--- src/rtl/lagline_fetch_sequencer.sv ---
// ---------------------------------------------------------------------------
// lagline_fetch_sequencer
//
// Per-scanline scheduler for the shared char ROM port. A line-start strobe
// snapshots the BCD lag counters, the glyph row and the lag-display template
// row. One char ROM address is then issued per cycle, one for each digit.
// The glyph rows that come back are merged into a working copy of the template.
// When the last glyph row has landed, the whole buffer is published to the
// pixel path in a single cycle.
//
// Ports
//   clock          in   system clock, rising edge
//   reset_n        in   asynchronous active-low reset
//   start          in   line-start strobe, sampled every cycle
//   row            in   glyph row for this line
//   bcdcount       in   packed BCD digits, digit k = bcdcount[4k+3:4k]
//   template_line  in   static lag-display row
//   char_addr      out  char ROM address (registered)
//   char_data      in   char ROM glyph row, ROM_LATENCY cycles after address
//   line_out       out  published line
//   busy           out  sequence in progress
//   done           out  one-cycle pulse, line_out updated this cycle
//   overrun        out  one-cycle pulse, start seen while not idle
//   dbg_state      out  current FSM state (0 idle, 1 fetch, 2 drain, 3 publish)
//
// Handshake: there is no back-pressure. A start pulse in IDLE always
// launches a sequence. Any start pulse outside IDLE is dropped and flagged on
// overrun. The ROM is a fixed-latency slave with no valid or ready signals.
// ---------------------------------------------------------------------------
module lagline_fetch_sequencer #(
  parameter int          DIGITS      = 20,
  parameter int          ROM_LATENCY = 2,
  parameter int          LINE_WIDTH  = 280,
  parameter logic [7:0]  CHAR_BASE   = 8'h30
) (
  input  logic                    clock,
  input  logic                    reset_n,
  input  logic                    start,
  input  logic [3:0]              row,
  input  logic [4*DIGITS-1:0]     bcdcount,
  input  logic [LINE_WIDTH-1:0]   template_line,
  output logic [10:0]             char_addr,
  input  logic [7:0]              char_data,
  output logic [LINE_WIDTH-1:0]   line_out,
  output logic                    busy,
  output logic                    done,
  output logic                    overrun,
  output logic [1:0]              dbg_state
);

  localparam int KW = (DIGITS > 1) ? $clog2(DIGITS) : 1;
  localparam int DW = (ROM_LATENCY > 1) ? $clog2(ROM_LATENCY) : 1;
  localparam int OW = $clog2(LINE_WIDTH);

  typedef enum logic [1:0] {
    ST_IDLE    = 2'd0,
    ST_FETCH   = 2'd1,
    ST_DRAIN   = 2'd2,
    ST_PUBLISH = 2'd3
  } state_t;

  state_t                  r_state;
  logic [KW-1:0]           r_k;        // next digit to issue
  logic [KW-1:0]           r_cap;      // next digit to capture
  logic [DW-1:0]           r_drain;
  logic [ROM_LATENCY-1:0]  r_pipe;     // one bit per address in flight
  logic [4*DIGITS-1:0]     r_bcd;
  logic [3:0]              r_row;
  logic [LINE_WIDTH-1:0]   r_buf;

  logic [3:0]              w_digit;
  logic [10:0]             w_addr;
  logic [OW-1:0]           w_off;
  logic                    w_capture;

  // Bit offset of digit k in the line. Each group of five digits sits in a
  // 56-bit field. Group 0 is the leftmost field in the line. Slot 2 skips
  // 8 bits, which leaves room for the template's decimal-point glyph.
  function automatic int slot_off(input int k);
    int g;
    int s;
    int so;
    g = k / 5;
    s = k % 5;
    case (s)
      0:       so = 0;
      1:       so = 8;
      2:       so = 24;
      3:       so = 32;
      default: so = 40;
    endcase
    return 24 + 56 * (3 - g) + so;
  endfunction

  assign w_digit   = r_bcd[{r_k, 2'b00} +: 4];
  // The result is 11 bits wide and any carry out is dropped. Digits above 9
  // are used as they are.
  assign w_addr    = ((11'(CHAR_BASE) + 11'(w_digit)) << 4) + 11'(r_row);
  assign w_off     = OW'(slot_off(int'(r_cap)));
  // An address issued at one edge is captured ROM_LATENCY edges later. At
  // that point its marker bit has reached the top of r_pipe.
  assign w_capture = r_pipe[ROM_LATENCY-1];
  assign dbg_state = r_state;

  always_ff @(posedge clock or negedge reset_n) begin
    if (!reset_n) begin
      r_state   <= ST_IDLE;
      r_k       <= '0;
      r_cap     <= '0;
      r_drain   <= '0;
      r_pipe    <= '0;
      r_bcd     <= '0;
      r_row     <= '0;
      r_buf     <= '0;
      char_addr <= '0;
      line_out  <= '0;
      busy      <= 1'b0;
      done      <= 1'b0;
      overrun   <= 1'b0;
    end else begin
      done    <= 1'b0;
      overrun <= start && (r_state != ST_IDLE);
      r_pipe  <= (r_pipe << 1) | ROM_LATENCY'(r_state == ST_FETCH);

      if (w_capture) begin
        r_buf[w_off +: 8] <= char_data;
        r_cap             <= r_cap + KW'(1);
      end

      case (r_state)
        ST_IDLE: begin
          if (start) begin
            r_bcd   <= bcdcount;
            r_row   <= row;
            r_buf   <= template_line;
            r_k     <= '0;
            r_cap   <= '0;
            busy    <= 1'b1;
            r_state <= ST_FETCH;
          end
        end
        ST_FETCH: begin
          char_addr <= w_addr;
          if (r_k == KW'(DIGITS - 1)) begin
            r_drain <= DW'(ROM_LATENCY - 1);
            r_state <= ST_DRAIN;
          end else begin
            r_k <= r_k + KW'(1);
          end
        end
        ST_DRAIN: begin
          // The final capture happens on the edge that leaves DRAIN.
          if (r_drain == '0) begin
            r_state <= ST_PUBLISH;
          end else begin
            r_drain <= r_drain - DW'(1);
          end
        end
        ST_PUBLISH: begin
          line_out <= r_buf;
          done     <= 1'b1;
          busy     <= 1'b0;
          r_state  <= ST_IDLE;
        end
        default: r_state <= ST_IDLE;
      endcase
    end
  end

endmodule

--- config.mk ---
export PLATFORM = sky130hd
export DESIGN_NAME = lagline_fetch_sequencer
export DESIGN_NICKNAME = d
export VERILOG_FILES = /design/src/rtl/lagline_fetch_sequencer.sv
export SDC_FILE = /design/constraint.sdc
export NUM_CORES = 1
export LEC_CHECK = 0
export CORE_AREA = 2 2 263 265
export CTS_CLUSTER_DIAMETER = 200
export CTS_CLUSTER_SIZE = 24
export DETAILED_ROUTE_END_ITERATION = 16
export DIE_AREA = 0 0 265 267
export GPL_TIMING_DRIVEN = 0
export HOLD_SLACK_MARGIN = 0.1
export MAX_ROUTING_LAYER = met4
export PLACE_DENSITY = 0.8
export SLEW_MARGIN = 10
export SYNTH_ARGS = -nofsm -noshare
export SYNTH_HDL_FRONTEND = slang
export SYNTH_SLANG_ARGS = --single-unit
--- constraint.sdc ---
create_clock -name clock -period 8.95 [get_ports clock]
set_input_delay 1.3425 -clock clock [delete_from_list [all_inputs] [get_ports clock]]
set_output_delay 1.3425 -clock clock [all_outputs]
set_load 0.01 [all_outputs]
=== Word level (Yosys, flattened, before mapping) ===
Cells that the tools add are included.
W data, S select, Z words.

* Output and inout bits: 296
* Input port bits: 375
* Register bits after elaboration: 673

* Multipliers: 1
* Shifts and indexed selects: 3
* Equality and inequality tests: 11
* Reduce and logical (&&, ||, !) cells: 12
* Muxes and demuxes: 21
* Bitwise operators: 1
* $add $sub $neg: 9
* Divide/modulo/power cells: 2

{| class="wikitable"
|+ Operators by type and width
! cell !! count
|-
| $mux W280 || 3
|-
| $bwmux W280 || 1
|-
| $shift A8 B11 Y280 const A || 1
|-
| $shiftx A8 B11 Y280 || 1
|-
| $shiftx A80 B8 Y4 || 1
|-
| $eq A32 B2 Y1 const B || 2
|-
| $div A6 B4 Y32 const B || 1
|-
| $eq A32 B1 Y1 const B || 1
|-
| $logic_not A32 Y1 || 1
|-
| $mod A6 B4 Y32 const B || 1
|-
| $mul A4 B32 Y6 const A || 1
|-
| $sub A3 B32 Y32 const A || 1
|-
| $mux W5 || 5
|-
| $pmux W6 S4 || 1
|-
| $add A11 B4 Y11 || 1
|-
| $neg A9 Y11 || 1
|-
| $add A5 B1 Y5 const B || 2
|-
| $pmux W5 S2 || 1
|-
| $add A6 B9 Y9 const A || 1
|-
| $add A9 B9 Y9 || 1
|-
| $pmux W2 S4 || 1
|-
| $reduce_bool A2 Y1 || 4
|-
| $add A6 B4 Y7 const A || 1
|-
| $mux W2 || 3
|-
| 13 further kinds || 23
|}

=== Logic depth before layout (Yosys ltp) ===
Gate-level depths: netlist of run 1.

* Depth in word-level cells: 11
* Depth in mapped cells: 41

=== Worst setup path before layout of run 1 ===
No wires, ideal clock.

* Kind: flip-flop to flip-flop
* Start point: register r_cap[3]
* End point: register r_buf[169]
* Period minus slack after synthesis: 6985 ps
* Path slack: 1965 ps
* Path buffers: 3
* Arrival time: 6908 ps
* Data required time: 8873 ps
* Cell stages (with the launch flop): 32
* Setup time: 77 ps
* Cells stage by stage: dfrtp_1 buf_4 nor2_2 inv_1 ha_1 o31a_1 or3_1 buf_2 inv_1 xnor2_1 inv_1 ha_1 nor2b_1 a41oi_2 and2_1 nand2_1 inv_1 ha_1 ha_1 ha_1 ha_1 inv_1 fa_1 nand3_1 xnor2_1 clkbuf_1 nand2_1 nor2_1 nand3_1 nor3_1 a32oi_1 a21oi_1

* Longest elaborated chain between the ends: 11
* Elaborated cells between the ends (all ways): 18
* Those cells by class: 4 x add/sub; 1 x mul; 2 x div; 3 x eq/ne; 2 x shift; 5 x mux; 1 x reduce/logical

{| class="wikitable"
|+ Ends and longest elaborated chain
! what !! RTL line !! text
|-
| start: declaration || 64 || <nowiki>logic [KW-1:0] r_cap;</nowiki>
|-
| start signal: assignment || 127 || <nowiki>r_cap <= r_cap + KW'(1);</nowiki>
|-
| $div A6 B4 Y32 || 83 || <nowiki>g = k / 5;</nowiki>
|-
| $sub A3 B32 Y32 || 92 || <nowiki>return 24 + 56 * (3 - g) + so;</nowiki>
|-
| $mul A4 B32 Y6 || 92 ||
|-
| $add A6 B9 Y9 || 92 ||
|-
| $add A9 B9 Y9 (*) || 92 ||
|-
| $neg A9 Y11 (*) || 126 || <nowiki>r_buf[w_off +: 8] <= char_data;</nowiki>
|-
| $shiftx A8 B11 Y280 or $shift A8 B11 Y280 (tied branches) || 126 ||
|-
| $bwmux W280 (*) || 126 ||
|-
| $mux W280 (*) || 125 || <nowiki>if (w_capture) begin</nowiki>
|-
| $mux W280 || 132 || <nowiki>if (start) begin</nowiki>
|-
| $mux W280 (*) || 130 || <nowiki>case (r_state)</nowiki>
|-
| end signal: indexed assignment || 126 ||
|-
| end signal: assignment || 135 || <nowiki>r_buf <= template_line;</nowiki>
|-
| end: declaration || 69 || <nowiki>logic [LINE_WIDTH-1:0] r_buf;</nowiki>
|}

Mark *: on every way between the ends. The rest lies on a longest branch, timed or not.
A chain may end at the register's enable or synchronous reset.

=== Worst setup path in the final report of run 1 ===
* Start point: register r_cap[2]
* End point: register r_buf[134]

Same word-level chain as after synthesis.

==> results of run 1 <==
-- what timing repair did --
item,in CTS,in global routing
gates resized for setup,9,52
buffers inserted,0,11
pin swaps,0,6
setup endpoints to repair,26,279
-- stage by stage --
stage	util (%)	cell area [sq um]	setup WS (ps)	hold slack, ps
global placement	55.55	37760	-23680	340.9
finish	57.60	39160	568.0	381.9
floorplan	-	29970	1965	331.2
global route	57.59	39150	-73.50	393.5
detailed placement	55.84	37970	-648.0	350.4
CTS	57.08	38800	33.13	376.3
-- worst max-delay path by stage --
stage / start / to / slack [ps] / cells after the start
global route: r_cap[2] / r_buf[274] / -70 / 34
global placement: reset_n / line_out[190] / -23680 / 1
finish: r_cap[2] / r_buf[134] / 570 / 36
CTS: r_cap[2] / r_buf[276] / 30 / 33
detailed placement: r_cap[2] / r_buf[169] / -650 / 33
floorplan: r_cap[3] / r_buf[169] / 1960 / 31
-- routing by layer --
metal / global-route usage (%) / vias up / part of all wire, %
met5: - / - / 0
met4: 19.42 / 0 / 6.0
met3: 8.977 / 387 / 9.4
met2: 57.13 / 1564 / 46
met1: 45.74 / 13240 / 38
li1: - / 11120 / -
-- cell families (layout without fill, tap and decap cells) --
family	after synthesis	after routing
adders and majority gates	29	29
other	1	35
xor gates and xnor gates	23	23
AOI/OAI and AO/OA	512	512
DFF	671	671
buffers and inverters	238	957
and+or+nand+nor	879	879
muxes	381	381
-- state kept, by name, summed over array words and instances, names as in the netlist, 2 cells and up --
signal	cells
line_out	280
r_buf	280
r_bcd	80
char_addr	9
r_cap	5
r_k	5
r_row	4
dbg_state	2
r_pipe	2
-- worst max-delay path, delay by kind of cell, from the launching register on --
family	cells	cell delay (ps)
AO/OA/AOI/OAI	10	1860
XOR/XNOR	3	630
adder cells (fa/ha/maj)	4	1130
buffers and inverters	8	2110
flip-flops	1	420
AND/OR/NAND/NOR	11	2150
-- cells in the mapped netlist, types with 30 or more instances --
master	count
clkbuf_1	151
nor2_1	191
o21ai_0	119
nand3_1	72
a221o_1	30
a31oi_1	79
o211ai_1	50
inv_1	52
nand2_1	482
mux2i_1	72
mux2_2	285
dfrtp_1	671
a21oi_1	85
-- cell type report --
cell class	count	area, sq um	area share [%]
flip-flops and latches	671	16790	42.88
multi-input cells	1825	12450	31.80
repair buffers	687	6982	17.83
well taps	882	1104	2.818
clock buffers	32	779.5	1.991
plain buffers	184	758.2	1.936
inverters	53	198.9	0.5081
diodes	34	85.08	0.2173
clock inverters	1	8.758	0.02237
==> qor.csv, run 1 <==
metric,value,unit
status,"finished, final reports clean",
fillers,5722,
crit_path_top_delay_cell,clkbuf_1,
vias,26310,
rows,96,
grt_usage,37.17,%
slew_headroom,6.118,%
crit_path_max_incr_delay,670,ps
syn_area_per_cell,10.96,sq um
top_level_ports,671,
grt_pass1_vias,26050,
synthXorXnorAreaFrac,0.6971,%
placed_cells,4291,
path_class,flop to flop,
min_to,r_pipe[1],
r2r_slack,570,ps
synthFlopType,dfrtp_1,
synth-compound-area-share,11.38,%
synthMuxAreaShare,14.91,%
io_buffers,668,
ant_nets,0,
final_cell_mix,"dfrtp_1, clkdlybuf4s50_1, nand2_1",
core_area,67990,sq um
cp-start-kind,flop,
syn_inst,2734,
crit_path_frequent_cell,ha_1,
worstMarginPinSlew,1408,ps
clk_latency,650,ps
whs_path_depth,0,
fin_crit_sh,93.65,%
grt_max_degree,112,
fp.dieArea,70760,sq um
cts_tree,built,
synth_top_area_share,56.02,%
grt_pass1_wl,184100,um
grt_antenna_before_repair,32,
rr_endpoint,r_buf[134],
hold_violations,0,
syn_to_final_growth,30.64,%
ys_seq_area_share,56.02,%
synth_area_leaders,"dfrtp_1, mux2_2, nand2_1",
drt-total-wl,129900,um
detail_route.iter0.violations,3471,
via_per_inst,6.022,
skew,26.03,ps
r2r_cells,36,
syn-num-nets,3138,
hpwlAfterDp,99740,um
h-tree-depth,1,
dieWidth,265,um
hp-start,r_pipe[0],
drv_cap,0,
fin_cells,4369,
gr-total-overflow,0,
required,9520,ps
synth-seq-cells,671,
yosys.area.top_type,dfrtp_1,
hold_path_class,flop to flop,
numCtsBuffers,31,
layout.nets,3857,
crit_path_max_fanout,10,
yosys_warnings,0,
clockBufferDepth,3,
ctsHoldBuffers,0,
end_kind,flop,
synth_cell_types,76,
drt_pass1_iterations,8,
globalplace.congestion,0.9932,
clkSinkCount,671,
max_clock_freq,0.1193,GHz
layout-drive-gt1-share,13.12,%
setup-tns-final,0,ps
die_h,267,um
arrival,8950,ps
drcViolationCount,0,
min_period,8382,ps
synthSimpleGateAreaFrac,12.57,%
slew_viol_final,0,
clockRootBuffer,clkbuf_16,
mostFrequentLayoutCell,dfrtp_1,
drt-wirelength-per-cell,29.72,um
synthAdderAreaFrac,1.261,%
r2r-start,r_cap[2],
synth_top_family_by_area,multiplexers,
synth_edf_count,0,
final-setup-viol-count,0,
async_reset_ff_share,100.0,%
clkTransAtPathRegs,110,ps
synth_area,29970,sq um
start_util,44.09,%
Power of run 1 is not shown: default switching activity piles up to over one toggle a cycle in this logic, so the estimate is an artifact.
==> run 2, diff against run 1 <==
--- a/config.mk
+++ b/config.mk
@@ -14,7 +14,6 @@
 export HOLD_SLACK_MARGIN = 0.1
 export MAX_ROUTING_LAYER = met4
 export PLACE_DENSITY = 0.8
-export SLEW_MARGIN = 10
 export SYNTH_ARGS = -nofsm -noshare
 export SYNTH_HDL_FRONTEND = slang
 export SYNTH_SLANG_ARGS = --single-unit
==> run 2 against run 1 <==
  * Setup slack got worse by 22 ps
  * Flip-flop and latch count unchanged
  * Final cell count about the same
  * Sequential share of layout area about the same
  * Critical path depth decreased by 2
  * First-iteration DRC count decreased by 13%
  * Maximum frequency decreased by 0.27%
  * Wire length increased by 0.15%
  * Register-to-register slack got worse by 20 ps
  * Non-clock buffer count decreased by 2
  * Critical endpoint is now r_buf[245]
  * Largest cell class unchanged
==> qor.csv, run 2 (synthesis gave the netlist of run 1 again) <==
metric,value,unit,change
fin_crit_sh,93.90,%,+0.25 points
layout.nets,3855,,-0.052%
required,9520,ps,about the same
crit_path_max_incr_delay,610,ps,-60 ps
dieWidth,265,um,unchanged
clockRootBuffer,clkbuf_16,,
h-tree-depth,1,,unchanged
grt_max_degree,122,,+8.9%
rr_endpoint,r_buf[245],,
ant_nets,0,,unchanged
top_level_ports,671,,unchanged
start_util,44.09,%,unchanged
layout-drive-gt1-share,13.18,%,+0.066 points
crit_path_max_fanout,10,,unchanged
fin_util,57.59,%,about the same
grt_usage,37.18,%,about the same
arrival,8980,ps,+30 ps
skew,51.77,ps,+25.74 ps
grt_antenna_before_repair,29,,-9.4%
fp.dieArea,70760,sq um,unchanged
drv_cap,0,,unchanged
crit_path_frequent_cell,ha_1,,
mostFrequentLayoutCell,dfrtp_1,,
hold_violations,0,,unchanged
final-setup-viol-count,0,,unchanged
placed_area,37940,sq um,about the same
r2r_cells,34,,-5.6%
crit_path_top_delay_cell,nor4_1,,
path_class,flop to flop,,
path_buf_inv,8,,unchanged
slew_viol_final,0,,unchanged
seqCellArea,16790,sq um,unchanged
clockBufferDepth,3,,unchanged
grt_pass1_vias,26240,,+0.74%
vias,26310,,+0.019%
min_period,8404,ps,+22.45 ps
numCtsBuffers,31,,unchanged
die_h,267,um,unchanged
drt_pass1_iterations,7,,-1
final_cell_mix,"dfrtp_1, clkdlybuf4s50_1, nand2_1",,
globalplace.congestion,0.9932,,unchanged
clkSinkCount,671,,unchanged
fillers,5866,,+2.5%
multi_input_area,12470,sq um,+0.12%
detail_route.iter0.violations,3027,,-13%
cts_tree,built,,
clk_latency,680,ps,+30 ps
endpoint,r_buf[245],,
rows,96,,unchanged
max_clock_freq,0.1190,GHz,-0.27%
core_area,67990,sq um,unchanged
worst-path-stages,34,,-5.6%
cp-start-kind,flop,,
syn_to_final_growth,30.62,%,about the same
final_area,39150,sq um,about the same
worstMarginPinSlew,1488,ps,+80.13 ps
io_buffers,668,,unchanged
end_kind,flop,,
drcViolationCount,0,,unchanged
rsz0062_at_grt,true,,
r2r_slack,550,ps,-20 ps
r2r-start,r_cap[2],,
reg_top3,"line_out: 280 flops, r_buf: 280 flops, r_bcd: 80 flops",,
via_per_inst,6.028,,+0.11%
drt-total-wl,130100,um,+0.15%
clkTransAtPathRegs,110,ps,about the same
hpwlAfterDp,100300,um,+0.54%
slew_headroom,0.7766,%,-5.3 points
cp-startpoint,r_cap[2],,
whs_path_depth,0,,unchanged
status,"finished, final reports clean",,
grt_pass1_wl,184200,um,about the same
drt-wirelength-per-cell,29.80,um,+0.24%
critical_path.top_delay_family,simple AND/OR/NAND/NOR gates,,
gr-total-overflow,0,,unchanged
hold_path_class,flop to flop,,
run 2: metal layers:
layer	global-route usage, %	vias to the layer above	part of all wire, %	routed length [um]
met4	18.72	0	6.0	7752
met2	58.12	1564	46	60260
met5	-	-	0	0
met3	7.925	358	9.4	12230
met1	45.89	13270	38	49830
li1	-	11120	-	-
run 2: timing repair:
action | CTS | global route
setup buffers | 0 | 11
pin swaps | 0 | 3
hold buffers | 0 | 0
hold endpoints to repair | 0 | 0
resized for setup | 9 | 63
endpoints found under the setup margin | 29 | 280
cloned | 0 | 0
run 2: final cells by class:
class / instances / area share [%]
clock inverters: 1 / 0.02237
repair buffers: 686 / 17.79
multi-input cells: 1825 / 31.84
diodes: 32 / 0.2045
inverters: 53 / 0.5081
plain buffers: 183 / 1.933
flip-flops and latches: 671 / 42.89
well taps: 882 / 2.819
clock buffers: 32 / 1.991
run 2: per-stage QoR:
step	setup slack (ps)	TNS (ps)	cells	hold slack, ps
floorplan	1965	0	2734	331.2
global placement	-23680	-	4284	340.9
detailed placement	-658.1	-4473	4291	334.7
CTS	26.64	0	4324	359.4
global route	-37.86	-159.5	4363	371.5
finish	545.5	0	4365	358.7
run 2: worst min-delay path by stage:
stage / start / endpoint
after floorplan: r_pipe[0] / r_pipe[1]
after global placement: r_pipe[0] / r_pipe[1]
after detailed placement: r_pipe[0] / r_pipe[1]
after CTS: r_pipe[0] / r_pipe[1]
after global routing: r_pipe[0] / r_pipe[1]
final: r_pipe[0] / r_pipe[1]
Power of run 2 is left out for the same reason.
==> run 3, diff against run 2 <==
--- a/config.mk
+++ b/config.mk
@@ -10,6 +10,7 @@
 export CTS_CLUSTER_SIZE = 24
 export DETAILED_ROUTE_END_ITERATION = 16
 export DIE_AREA = 0 0 265 267
+export GPL_ROUTABILITY_DRIVEN = 0
 export GPL_TIMING_DRIVEN = 0
 export HOLD_SLACK_MARGIN = 0.1
 export MAX_ROUTING_LAYER = met4
==> run 3 against run 2 <==
  * The flow now finishes with violations (capacitance limit, slew limit)
  * Setup slack got worse by 73 ps
  * Global-route usage fell by 0.66 points
  * Count of clock-buffer cells in the layout stayed put
  * First-iteration DRC count grew 9.7%
  * Utilization shrank 0.31 points
  * Hold slack improved by 28 ps
  * Die area unchanged
  * Clock skew is 2.1 ps lower
  * Via count is 0.21% higher
  * Sequential share of layout area grew 0.23 points
  * Wire length is 0.90% lower
  * Critical path type unchanged
  * Highest routed layer unchanged
==> qor.csv, run 3 (synthesis gave the netlist of run 1 again) <==
metric,value,unit,change
crit_path_max_incr_delay,710,ps,+100 ps
end_kind,flop,,
layout-drive-gt1-share,12.11,%,-1.1 points
hold_path_class,flop to flop,,
ant_nets,0,,unchanged
final_area,38940,sq um,-0.53%
reg_top3,"line_out: 280 flops, r_buf: 280 flops, r_bcd: 80 flops",,
grt_pass1_vias,26150,,-0.37%
vias,26370,,+0.21%
rows,96,,unchanged
numCtsBuffers,31,,unchanged
cts_tree,built,,
clockRootBuffer,clkbuf_16,,
arrival,9010,ps,+30 ps
top_level_ports,671,,unchanged
max_clock_freq,0.1180,GHz,-0.86%
io_buffers,668,,unchanged
drt_pass1_iterations,9,,+2
syn_to_final_growth,29.92,%,
h-tree-depth,1,,unchanged
cp-startpoint,r_cap[2],,
grt_max_degree,124,,+1.6%
mostFrequentLayoutCell,dfrtp_1,,
core_area,67990,sq um,unchanged
detail_route.iter0.violations,3321,,+9.7%
violations,"capacitance limit, slew limit",,
drt-total-wl,128900,um,-0.90%
r2r-start,r_cap[2],,
final-setup-viol-count,0,,unchanged
clkTransAtPathRegs,100,ps,about the same
clockBufferDepth,3,,unchanged
path_buf_inv,6,,-2
required,9480,ps,-40 ps
final_cell_mix,"dfrtp_1, clkdlybuf4s50_1, nand2_1",,
setup-tns-final,0,ps,unchanged
grt_usage,36.52,%,-0.66 points
skew,49.67,ps,-2.094 ps
via_per_inst,6.047,,+0.30%
min_period,8478,ps,+73.34 ps
grt_antenna_before_repair,33,,+14%
critical_path.top_delay_family,simple AND/OR/NAND/NOR gates,,
path_class,flop to flop,,
drt-wirelength-per-cell,29.56,um,-0.81%
slew_headroom,-3.902,%,-4.7 points
crit_path_top_delay_cell,fa_1,,
slew_viol_final,11,,+11
worst_hold_slack,387.1,ps,+28.40 ps
grt_pass1_wl,180800,um,-1.8%
layout.nets,3847,,-0.21%
status,"complete, but fails checks",,
hpwlAfterDp,98990,um,-1.3%
fin_crit_sh,94.72,%,+0.82 points
start_util,44.09,%,unchanged
crit_path_max_fanout,10,,unchanged
drv_cap,1,,+1
die_h,267,um,unchanged
clk_latency,670,ps,about the same
hp-start,r_pipe[0],,
placed_area,37950,sq um,about the same
clkSinkCount,671,,unchanged
dieWidth,265,um,unchanged
worstMarginPinSlew,1559,ps,+70.18 ps
rsz0062_at_grt,true,,
gr-total-overflow,0,,unchanged
hold_violations,0,,unchanged
ctsHoldBuffers,0,,unchanged
cp-start-kind,flop,,
drcViolationCount,0,,unchanged
fp.dieArea,70760,sq um,unchanged
-- run 3: changes by cell type in the layout (fill, tap and decap cells not counted), sizes merged --
cell    previous run  this run
clkbuf           183       184
buf               51        42
diode             32        36
-- run 3: final timing paths --
check                                   to  slack [ps]  cells after the start
worst max-delay path            r_buf[182]         470                     33
worst min-delay path             r_pipe[1]         390                      0
worst max register to register  r_buf[182]         470                     33
worst min register to register   r_pipe[1]         390                      0
max in group asynchronous       r_buf[248]        6420                      4
min in group asynchronous       r_buf[273]         620                      1
-- run 3: final cells by class --
| class | instances | area, sq um |
|---|---|---|
| well taps | 882 | 1104 |
| diodes | 36 | 90.09 |
| repair buffers | 677 | 6895 |
| plain buffers | 184 | 748.2 |
| clock inverters | 1 | 20.02 |
| fillers | 5773 | 29040 |
| flip-flops and latches | 671 | 16790 |
| multi-input cells | 1825 | 12320 |
| inverters | 53 | 198.9 |
| clock buffers | 32 | 779.5 |
-- run 3: stage by stage --
step	std cells	worst slack [ps]	utilization, %
after floorplan	2734	1965	-
after global placement	4284	-23670	55.55
after detailed placement	4292	-357.6	55.82
after CTS	4325	1.520	57.01
after global routing	4356	-20.79	57.26
final	4361	472.2	57.28
-- run 3: repair_timing --
item,4_1_cts,5_1_grt
pin swaps,0,1
gates resized for setup,1,20
setup endpoints to repair,7,173
buffers inserted,0,1
hold endpoints to repair,0,0
-- run 3: per-layer routing --
metal,global-route usage (%),vias up,wire (um)
met5,-,-,0
met3,11.28,404,14820
met2,56.30,1683,59160
met1,42.98,13150,47170
li1,-,11130,-
met4,19.53,0,7752
Power of run 3 is left out for the same reason.
